$ cat config.mk
export PLATFORM = sky130hd
export DESIGN_NAME = wb_prefetch_buffer
export DESIGN_NICKNAME = d
export VERILOG_FILES = /design/src/rtl/wb_prefetch_buffer.sv
export SDC_FILE = /design/constraint.sdc
export NUM_CORES = 1
export LEC_CHECK = 0
export CAP_MARGIN = 20
export CORE_UTILIZATION = 62
export CTS_BUF_LIST = sky130_fd_sc_hd__clkbuf_8 sky130_fd_sc_hd__clkbuf_16
export DETAILED_ROUTE_END_ITERATION = 8
export GPL_ROUTABILITY_DRIVEN = 0
export GPL_TIMING_DRIVEN = 1
export PLACE_DENSITY_LB_ADDON = 0.08
export SETUP_SLACK_MARGIN = 0.1
export SYNTH_ARGS = -nofsm -noshare
export SYNTH_HDL_FRONTEND = slang
export SYNTH_SLANG_ARGS = --single-unit
$ cat constraint.sdc
create_clock -name clk -period 6.8 [get_ports clk]
set_input_delay 1.36 -clock clk [delete_from_list [all_inputs] [get_ports clk]]
set_output_delay 1.36 -clock clk [all_outputs]
set_load 0.01 [all_outputs]
$ cat src/rtl/wb_prefetch_buffer.sv
// Instruction prefetch buffer between a core Wishbone fetch port and a memory Wishbone port.
// Keeps up to DEPTH prefetched words with a single outstanding memory read.
//
// state     | meaning
// M_IDLE    | no read outstanding; issue when a FIFO slot is free
// M_BUSY    | read outstanding; the returned word will be pushed
// M_DISCARD | read outstanding after a flush; the returned word is dropped
module wb_prefetch_buffer #(
    parameter int          DEPTH    = 4,
    parameter logic [31:0] RESET_PC = 32'h0000_0000
) (
    input  logic        clk,
    input  logic        rst_n,
    input  logic [31:0] s_adr_i,
    input  logic        s_cyc_i,
    input  logic        s_stb_i,
    output logic [31:0] s_dat_o,
    output logic        s_ack_o,
    output logic        s_err_o,
    output logic [31:0] m_adr_o,
    output logic        m_cyc_o,
    output logic        m_stb_o,
    input  logic [31:0] m_dat_i,
    input  logic        m_ack_i,
    input  logic        m_err_i
);

    localparam int          AW       = $clog2(DEPTH);
    localparam logic [AW:0] CNT_FULL = (AW + 1)'(DEPTH);

    localparam logic [1:0] M_IDLE    = 2'd0;
    localparam logic [1:0] M_BUSY    = 2'd1;
    localparam logic [1:0] M_DISCARD = 2'd2;

    logic [31:0]   r_fifo_addr [DEPTH];
    logic [31:0]   r_fifo_data [DEPTH];
    logic          r_fifo_err  [DEPTH];
    logic [AW-1:0] r_head;
    logic [AW-1:0] r_tail;
    logic [AW:0]   r_count;
    logic [1:0]    r_state;
    logic [31:0]   r_fetch_pc;

    logic w_req;
    logic w_head_match;
    logic w_wait;
    logic w_hit;
    logic w_flush;
    logic w_done;
    logic w_push;
    logic w_issue;

    assign w_req        = s_cyc_i & s_stb_i & ~s_ack_o & ~s_err_o;
    assign w_head_match = (r_count != '0) && (r_fifo_addr[r_head] == s_adr_i);
    // Empty FIFO but the requested word is the one being fetched: just wait for it.
    assign w_wait       = (r_count == '0) && (r_fetch_pc == s_adr_i);
    assign w_hit        = w_req & w_head_match;
    assign w_flush      = w_req & ~w_head_match & ~w_wait;
    assign w_done       = m_ack_i | m_err_i;
    assign w_push       = (r_state == M_BUSY) & w_done & ~w_flush;
    assign w_issue      = (r_state == M_IDLE) & (w_flush | (r_count < CNT_FULL));

    always_ff @(posedge clk) begin
        if (w_push) begin
            r_fifo_addr[r_tail] <= r_fetch_pc;
            r_fifo_data[r_tail] <= m_dat_i;
            r_fifo_err[r_tail]  <= m_err_i;
        end
    end

    always_ff @(posedge clk or negedge rst_n) begin
        if (!rst_n) begin
            r_state    <= M_IDLE;
            r_fetch_pc <= RESET_PC;
            r_head     <= '0;
            r_tail     <= '0;
            r_count    <= '0;
            m_cyc_o    <= 1'b0;
            m_stb_o    <= 1'b0;
            m_adr_o    <= 32'h0;
            s_ack_o    <= 1'b0;
            s_err_o    <= 1'b0;
            s_dat_o    <= 32'h0;
        end else begin
            case (r_state)
                M_IDLE: begin
                    if (w_issue) begin
                        r_state <= M_BUSY;
                        m_cyc_o <= 1'b1;
                        m_stb_o <= 1'b1;
                        m_adr_o <= w_flush ? s_adr_i : r_fetch_pc;
                    end
                end
                M_BUSY: begin
                    // A flush coinciding with completion drops the word and needs no discard phase.
                    if (w_done) begin
                        r_state <= M_IDLE;
                        m_cyc_o <= 1'b0;
                        m_stb_o <= 1'b0;
                    end else if (w_flush) begin
                        r_state <= M_DISCARD;
                    end
                end
                M_DISCARD: begin
                    if (w_done) begin
                        r_state <= M_IDLE;
                        m_cyc_o <= 1'b0;
                        m_stb_o <= 1'b0;
                    end
                end
                default: begin
                    r_state <= M_IDLE;
                    m_cyc_o <= 1'b0;
                    m_stb_o <= 1'b0;
                end
            endcase

            if (w_flush) begin
                r_fetch_pc <= s_adr_i;
            end else if (w_push) begin
                r_fetch_pc <= r_fetch_pc + 32'd4;
            end

            if (w_flush) begin
                r_head  <= '0;
                r_tail  <= '0;
                r_count <= '0;
            end else begin
                if (w_push) begin
                    r_tail <= r_tail + 1'b1;
                end
                if (w_hit) begin
                    r_head <= r_head + 1'b1;
                end
                case ({w_push, w_hit})
                    2'b10:   r_count <= r_count + (AW + 1)'(1);
                    2'b01:   r_count <= r_count - (AW + 1)'(1);
                    default: r_count <= r_count;
                endcase
            end

            s_ack_o <= w_hit & ~r_fifo_err[r_head];
            s_err_o <= w_hit &  r_fifo_err[r_head];
            if (w_hit) begin
                s_dat_o <= r_fifo_data[r_head];
            end
        end
    end

endmodule

==> results by group, run 1 <==
Die
  • Num rows: 58
  • Io pins: 138
  • Initial Util: 63.2%
  • Die Y: 162 um
  • Core footprint: 25300 um^2
  • Die area: 26400 um^2
  • Die Wd: 162 um

CTS
  • Setup bufs post-CTS: 0
  • Hold_buf cts: 0
  • Clock latency on the worst-skew pair: 0.54 ns
  • Longest Clk Path Bufs: 3
  • Cts bufs inserted: 38
  • Clock root buffer: clkbuf_16
  • Worst-path clk slew: 0.06 ns
  • CTS tree: built
  • CTS resizes: 0
  • CTS sink cnt: 368
  • H-Tree Depth: 2

GRT
  • Initial antenna violation count: 0
  • Vias in the first global route: 9314
  • All-Layer GR Usage: 28.5%
  • Largest net degree at the start of global routing: 61
  • First-pass GRT wire length: 55600 um
  • Total gr overflow: 0

Critical path
  • Critical path arrival: 5.38 ns
  • Startpoint types: register
  • Worst setup EP type: register
  • Critical path peak fanout: 45
  • Worst Path Class, Setup: reg2reg
  • Critical path required time: 6.99 ns

Layout
  • Layout area overhead: 18.2%
  • Fill count: 1563
  • Share of cells above drive strength 1: 17.7%
  • Layout Nets: 1218
  • Reg area: 10500 um^2
  • Final std cells w/o fill: 1499
  • Diode count: 0
  • Multi-input gate area in the final layout: 5040 um^2

Timing
  • Unrepaired setup endpoints after global routing: false
  • Fin crit period: 5.19 ns
  • Fmax achieved: 193 MHz
  • Final hold violations: 0
  • Endpoints failing setup: 0
  • Worst slew pin tran: 0.906 ns
  • Crit share post-route: 76.3%
  • Final setup skew: 0.0284 ns
  • Pins Over Slew Limit: 0
  • TNS Setup: 0 ns
  • Relative slew slack: 39.6%
  • Hold WS: 0.507 ns

Synthesis
  • Share of the synthesized area in the top cell type: 48.9%
  • Yosys Warn Count: 0
  • Mean Syn Cell Area: 16.0 um^2
  • Most common cell in the netlist: edfxtp_1
  • Synth Register Bits: 368
  • Yosys top cell by area: edfxtp_1
  • Synthesized cell area: 16000 um^2
  • Register area share after synthesis: 65.8%
  • Asr flop ratio synth: 29.3%
  • Top cells by count, synth: 260 x edfxtp_1, 108 x dfrtp_1, 57 x nor2_1
  • Post-synth EDFFs: 260
  • Cells after synthesis: 1000
  • Post-synthesis net count: 1079
  • Synth Flop Type: edfxtp_1
  • Area contributors post-synth: edfxtp_1 49%, dfrtp_1 17%, mux4_2 6.6%
  • Number of library cell types mapped by synthesis: 60

Placed design
  • PortBufs: 137
  • Placed Cells incl. Taps: 1429
  • Post-DP HPWL: 23200 um

Route
  • Drc violations: 0
  • Vias per inst: 6.18
  • Iter 0 DRT Violations: 1023
  • Final WL: 36200 um
  • Vias: 9265
  • Avg WL per Cell: 24.2 um
  • ANT nets after route: 0
  • Pre-Repair DR Iteration Count: 8

Pwr
  • Max VDD drop: 0.000273 V
  • Leakage: 6.86 nW
  • Power Density: 348 nW/um^2
  • Total power: 6.57 mW

Run
  • Number of max-cap violations: 0

Min path
  • Worst min path class: reg2reg

Status
  • Run status: completed
layer usage:
layer	vias to the layer above	wire length [um]	track usage, %
met5	-	0	0
met4	0	805	7.29
met3	79	2780	5.86
met2	420	17400	45.1
met1	4691	15300	40.7
li1	4075	-	-
layout make-up:
type,instances,share of cell area (%)
clock buffer,43,5.52
clock inverter,27,1.31
inverter,20,0.398
multi-input combinational,557,26.7
sequential,368,55.7
tap,330,2.19
timing repair buffer,154,8.13
cells in the final DEF, fill, tap and decap left out, types with 6 or more instances in the layout:
| cell type | n |
|---|---|
| xor2_1 | 31 |
| ha_1 | 8 |
| clkbuf_16 | 40 |
| or2_2 | 19 |
| mux2_2 | 24 |
| nor2_1 | 57 |
| nand2b_1 | 6 |
| dfrtp_1 | 106 |
| nor3_1 | 9 |
| mux2i_1 | 50 |
| mux4_2 | 47 |
| and3_1 | 6 |
| a2bb2oi_1 | 32 |
| o22ai_1 | 6 |
| o21ai_0 | 14 |
| xnor2_1 | 55 |
| clkinv_2 | 7 |
| a21oi_1 | 33 |
| nor4_1 | 7 |
| nand4_1 | 19 |
| edfxtp_1 | 260 |
| nand3_1 | 15 |
| mux2_4 | 29 |
| nand2_1 | 38 |
| buf_4 | 15 |
| inv_1 | 30 |
| clkdlybuf4s50_1 | 136 |
power by group:
part,switching [mW],internal (mW),total [mW]
clock network,0.858,1.26,2.11
registers,0.250,2.84,3.09
logic,0.720,0.641,1.36
total,1.83,4.74,6.57
metrics by stage:
step,area [um^2],setup slack [ns],util (%)
2_1_floorplan,16000,1.71,-
3_3_place_gp,17600,1.45,69.6
3_5_place_dp,17600,1.38,69.6
4_1_cts,18900,1.70,74.7
5_1_grt,18900,1.36,74.7
6_report,18900,1.61,74.7
flip-flops by register name, summed over array words and instances, names as in the netlist:
name	flops
r_count	3
m_adr_o	32
m_stb_o	1
r_tail	2
r_fifo_data	128
s_err_o	1
r_fifo_err	4
r_state	2
r_fetch_pc	32
r_head	2
s_ack_o	1
s_dat_o	32
r_fifo_addr	128
worst max-delay path, cell delays in order, from the launching register on:
cell,delay [ns]
dfrtp_4,0.84
buf_4,0.50
mux4_2,0.57
xnor2_1,0.45
nand4_1,0.18
nor4_1,0.53
a31o_4,0.61
and3_2,0.76
buf_12,0.34
path summary, 6_finish.rpt:
kind,to,cells after the start,slack (ns),start
setup / recovery,r_fifo_addr[3][14],8,1.61,r_head[0]
hold / removal,s_dat_o[28],1,0.51,s_dat_o[28]
setup reg to reg,r_fifo_addr[3][14],8,1.61,r_head[0]
hold reg to reg,s_dat_o[28],1,0.51,s_dat_o[28]
max in group asynchronous,r_head[0],2,4.57,rst_n
min in group asynchronous,s_dat_o[5],1,0.90,rst_n
logic make-up after synthesis:
group / Yosys count / synth area share (%)
buffers and inverters: 75 / 2.70
AOI/OAI and AO/OA: 112 / 4.84
xor gates and xnor gates: 86 / 4.72
DFF: 368 / 65.8
adders and majority gates: 9 / 0.752
muxes: 155 / 14.9
and+or+nand+nor: 195 / 6.25
Power figures use the tool's default switching activity.
==> inputs of run 2 (changes only) <==
--- a/config.mk
+++ b/config.mk
@@ -6,7 +6,7 @@
 export NUM_CORES = 1
 export LEC_CHECK = 0
 export CAP_MARGIN = 20
-export CORE_UTILIZATION = 62
+export CORE_UTILIZATION = 58
 export CTS_BUF_LIST = sky130_fd_sc_hd__clkbuf_8 sky130_fd_sc_hd__clkbuf_16
 export DETAILED_ROUTE_END_ITERATION = 8
 export GPL_ROUTABILITY_DRIVEN = 0
==> constraint.sdc (replaced) <==
create_clock -name clk -period 4.9 [get_ports clk]
set_input_delay 0.98 -clock clk [delete_from_list [all_inputs] [get_ports clk]]
set_output_delay 0.98 -clock clk [all_outputs]
set_load 0.01 [all_outputs]
==> run 2 against run 1 <==
Effect of this change: wire length grew 2.2%; sequential cell count is the same; sequential share of layout area shrank 0.55 points; non-clock buffer count grew 16; via count grew 1.6%; count of clock-buffer cells in the layout shrank 1; clock skew shrank 0.0050 ns; global-route usage shrank 1.4 points; clock power grew 36%; combinational power grew 43%; largest cell class unchanged.
==> results by group, run 2 (synthesized netlist as in run 1, its figures left out) <==
Run
  • Number of max-cap violations: 0

Die
  • Die Y: 168 um
  • Num rows: 60
  • Initial Util: 59.2%
  • Io pins: 138
  • Core footprint: 27000 um^2
  • Die Wd: 168 um
  • Die area: 28200 um^2

Timing
  • Final hold violations: 0
  • Setup WS post-layout: 0.726 ns
  • Endpoints failing setup: 0
  • Fin crit period: 4.17 ns
  • Hold WS: 0.502 ns
  • Crit share post-route: 85.2%
  • Unrepaired setup endpoints after global routing: false
  • Relative slew slack: 40.7%
  • Pins Over Slew Limit: 0
  • TNS Setup: 0 ns
  • Fmax achieved: 240 MHz
  • Final setup skew: 0.0234 ns
  • Worst slew pin tran: 0.884 ns

CTS
  • Setup bufs post-CTS: 0
  • Cts bufs inserted: 39
  • Clock latency on the worst-skew pair: 0.53 ns
  • CTS sink cnt: 368
  • Worst-path clk slew: 0.06 ns
  • Longest Clk Path Bufs: 3
  • Clock root buffer: clkbuf_16
  • Hold_buf cts: 0
  • CTS resizes: 0
  • H-Tree Depth: 2
  • CTS tree: built

Route
  • Pre-Repair DR Iteration Count: 5
  • Vias per inst: 6.16
  • Avg WL per Cell: 24.2 um
  • ANT nets after route: 0
  • Final WL: 37000 um
  • Vias: 9411
  • Drc violations: 0
  • Iter 0 DRT Violations: 892

Pwr
  • Clock share of power: 31.4%
  • Share of total power in sequential cells: 47.2%
  • P_sw: 2.54 mW
  • Power Density: 477 nW/um^2
  • Int Power: 6.56 mW
  • Max VDD drop: 0.000374 V
  • Total power: 9.10 mW
  • Combinational power share: 21.4%
  • Leakage: 6.93 nW
  • Sw frac: 27.9%

GRT
  • Vias in the first global route: 9390
  • Initial antenna violation count: 0
  • First-pass GRT wire length: 56700 um
  • All-Layer GR Usage: 27.0%
  • Total gr overflow: 0
  • Largest net degree at the start of global routing: 78

Placed design
  • Placed Cells incl. Taps: 1456
  • PortBufs: 137
  • DP Area: 17800 um^2
  • Pre-CTS setup slack: 0.517 ns
  • Post-DP HPWL: 24200 um

Critical path
  • Worst setup EP type: register
  • Worst Path Class, Setup: reg2reg
  • Critical path arrival: 4.55 ns
  • Critical path peak fanout: 77
  • Critical path required time: 5.27 ns
  • Startpoint types: register

Layout
  • Most frequent cells in the layout: 260 x edfxtp_1, 136 x clkdlybuf4s50_1, 106 x dfrtp_1, 57 x nor2_1, 55 x xnor2_1
  • Regs by FF count: r_fifo_addr: 128 flops, r_fifo_data: 128 flops
  • Share of cells above drive strength 1: 18.7%
  • Layout Nets: 1235
  • Fin util: 70.7%
  • Layout area overhead: 19.4%
  • Final std cells w/o fill: 1528
  • Diode count: 0
  • Final Cell Area: 19100 um^2
  • Commonest non-fill, non-tap cell in the layout: edfxtp_1

Min path
  • Worst min path class: reg2reg

Status
  • Run status: completed
## run 2: cell count changes in the layout (fill, tap and decap cells not counted), sizes merged
cell,change
clkbuf,-1
bufinv,-1
buf,+16
clkinv,+7
inv,-3
## run 2: final cells by class
cell class	instances	area, um^2
clock buffer	42	1030
inverter	20	75.1
clock inverter	30	231
timing repair buffer	170	1730
multi-input combinational	557	5050
tap	341	427
fill	1782	7890
sequential	368	10500
## run 2: worst max-delay path: stages (launching register included)
cell and delay [ns]:
dfrtp_4 0.89, mux4_1 0.69, and2_1 0.22, a311oi_1 0.29, nand4_1 0.13, nor4_1 0.45
a31o_4 0.29, buf_12 0.35, a21boi_2 0.20, buf_4 0.28, a2bb2oi_1 0.17
## run 2: routing by layer
metal | track usage (%) | wire length (um)
met1 | 39.9 | 16300
met2 | 42.6 | 17600
met3 | 3.88 | 2390
met4 | 7.42 | 780
met5 | 0 | 0
## run 2: power groups by stage
stage	clock network, mW	logic [mW]	registers [mW]
after floorplan	0	1.07	4.30
after global placement	0	1.90	4.32
after detailed placement	0	1.93	4.34
after CTS	2.90	1.95	4.29
after global routing	3.02	2.09	4.34
final	2.86	1.94	4.30
## run 2: final timing paths
path	slack, ns	from	cells after the start	to
worst max-delay path	0.73	r_head[0]	10	m_adr_o[18]
worst min-delay path	0.50	s_dat_o[26]	1	s_dat_o[26]
worst max register to register	0.73	r_head[0]	10	m_adr_o[18]
worst min register to register	0.50	s_dat_o[26]	1	s_dat_o[26]
max in group asynchronous	3.55	rst_n	2	r_state[1]
min in group asynchronous	0.51	rst_n	1	s_dat_o[6]
==> inputs of run 3 (changes only) <==
--- a/config.mk
+++ b/config.mk
@@ -11,7 +11,7 @@
 export DETAILED_ROUTE_END_ITERATION = 8
 export GPL_ROUTABILITY_DRIVEN = 0
 export GPL_TIMING_DRIVEN = 1
-export PLACE_DENSITY_LB_ADDON = 0.08
+export PLACE_DENSITY = 0.8
 export SETUP_SLACK_MARGIN = 0.1
 export SYNTH_ARGS = -nofsm -noshare
 export SYNTH_HDL_FRONTEND = slang
==> run 3 against run 2 <==
Effect of this change: sequential share of layout area grew 0.39 points; cell count shrank 0.26%; power down 2.6%; final area decreased by 0.71%; clock skew is 0.0084 ns lower; critical path type unchanged; hold slack worse by 0.11 ns; clock power fell by 6%; largest cell class unchanged; wire length down 5.1%; highest routed layer unchanged.
==> results by group, run 3 (synthesized netlist as in run 1, its figures left out) <==
CTS
  • Cts bufs inserted: 38
  • CTS tree: built
  • CTS sink cnt: 368
  • Longest Clk Path Bufs: 3
  • Hold_buf cts: 0
  • Clock latency on the worst-skew pair: 0.52 ns
  • H-Tree Depth: 2
  • Clock root buffer: clkbuf_16
  • CTS resizes: 0
  • Setup bufs post-CTS: 0
  • Worst-path clk slew: 0.06 ns

Pwr
  • Int Power: 6.39 mW
  • P_sw: 2.48 mW
  • Sw frac: 28.0%
  • Share of total power in sequential cells: 48.3%
  • Total power: 8.87 mW
  • Clock share of power: 30.2%
  • Max VDD drop: 0.000361 V
  • Leakage: 6.88 nW
  • Power Density: 469 nW/um^2
  • Combinational power share: 21.5%

Layout
  • Layout area overhead: 18.5%
  • Share of cells above drive strength 1: 18.0%
  • Most frequent cells in the layout: 260 x edfxtp_1, 136 x clkdlybuf4s50_1, 106 x dfrtp_1, 57 x nor2_1, 55 x xnor2_1
  • Layout Nets: 1232
  • Commonest non-fill, non-tap cell in the layout: edfxtp_1
  • Diode count: 0
  • Fin util: 70.2%
  • Final std cells w/o fill: 1524
  • Regs by FF count: r_fifo_addr: 128 flops, r_fifo_data: 128 flops
  • Fill count: 1733

Timing
  • Final hold violations: 0
  • Pins Over Slew Limit: 0
  • Crit share post-route: 84.1%
  • TNS Setup: 0 ns
  • Unrepaired setup endpoints after global routing: false
  • Worst slew pin tran: 0.880 ns
  • Endpoints failing setup: 0
  • Final setup skew: 0.0150 ns
  • Fin crit period: 4.12 ns
  • Hold WS: 0.392 ns
  • Relative slew slack: 41.3%
  • Fmax achieved: 243 MHz

Die
  • Die Wd: 168 um
  • Die Y: 168 um
  • Num rows: 60
  • Initial Util: 59.2%
  • Io pins: 138
  • Die area: 28200 um^2
  • Core footprint: 27000 um^2

Critical path
  • Max incr delay on CP: 0.99 ns
  • Critical Path, Cell by Cell: buf_4 > mux2i_1 > o21ai_0 > nor2_1 > a21oi_1 > nor4_1 > a31o_4 > and3_2 > buf_4
  • Critical path arrival: 4.35 ns
  • Critical path's slowest cell: dfrtp_4
  • Critical path peak fanout: 56
  • Critical path required time: 5.12 ns
  • R2r setup slk: 0.78 ns
  • Most frequent cell on the critical path: buf_4
  • Worst Path Class, Setup: reg2reg
  • Worst Path Buf+Inv: 2
  • Startpoint types: register
  • Top Family by Delay on Critical Path: simple AND/OR/NAND/NOR gates
  • Worst setup EP type: register

GRT
  • Vias in the first global route: 9374
  • Total gr overflow: 0
  • Initial antenna violation count: 0
  • First-pass GRT wire length: 54000 um
  • GR Util met3: 4.70%
  • Most Crowded Layer GR: met2
  • All-Layer GR Usage: 25.5%
  • Largest net degree at the start of global routing: 57
  • M2 GR Usage: 40.5%
  • Met1 Resource Use GR: 36.1%

Route
  • Vias per inst: 6.10
  • Final WL: 35100 um
  • Vias: 9296
  • ANT nets after route: 0
  • Avg WL per Cell: 23.0 um
  • Iter 0 DRT Violations: 941
  • Drc violations: 0
  • Pre-Repair DR Iteration Count: 6

Run
  • Number of max-cap violations: 0

Placed design
  • Post-DP HPWL: 22800 um
  • Placed Cells incl. Taps: 1454
  • PortBufs: 137

Status
  • Run status: completed

Min path
  • Worst min path class: in2async
[run 3: cell types whose count changed in the layout (fill, tap and decap cells not counted), moves of 2 or more]
cell / previous run / this run
inv_1: 26 / 30
clkinv_2: 7 / 4
and3_2: 2 / 4
and3_4: 2 / 0
buf_12: 9 / 7
bufinv_16: 3 / 1
[run 3: worst register-to-register path, delay by kind of cell, from the launching register on]
family,cells,cell delay (ns)
and+or+nand+nor,3,1.14
DFF,1,0.99
buffers and inverters,2,0.67
AOI/OAI and AO/OA,3,0.61
muxes,1,0.42
[run 3: power groups by stage]
stage	registers [mW]	clock network (mW)	logic (mW)
final	4.28	2.68	1.91
after detailed placement	4.33	0	1.90
after global routing	4.33	2.84	2.04
after floorplan	4.30	0	1.07
after CTS	4.28	2.72	1.91
after global placement	4.31	0	1.86
[run 3: metal layers]
| layer | up-vias | part of all wire (%) | wire length, um |
|---|---|---|---|
| li1 | 4110 | - | - |
| met1 | 4721 | 42 | 14800 |
| met2 | 390 | 48 | 16800 |
| met3 | 75 | 7.8 | 2750 |
| met4 | 0 | 2.3 | 808 |
| met5 | - | 0 | 0 |
[run 3: path summary, 6_finish.rpt]
kind | from | to | cells after the start
max | r_head[1] | r_fifo_data[2][18] | 9
min | rst_n | s_dat_o[24] | 1
max reg2reg | r_head[1] | r_fifo_data[2][18] | 9
min reg2reg | s_dat_o[24] | s_dat_o[24] | 1
max in group asynchronous | rst_n | r_fetch_pc[25] | 2
min in group clk | s_dat_o[24] | s_dat_o[24] | 1
[run 3: cell type report]
cell class              count  area, um^2  area share [%]
clock inverters            30         183           0.965
well taps                 341         427            2.25
flip-flops and latches    368       10500            55.6
multi-input cells         557        5040            26.7
inverters                  20        75.1           0.397
repair buffers            168        1690            8.93
clock buffers              40         990            5.23
[run 3: metrics by stage]
stage	area (um^2)	worst slack, ns
floorplan	16000	0.187
global route	18900	0.606
CTS	18900	0.809
detailed placement	17800	0.601
global placement	17800	0.614
finish	18900	0.778
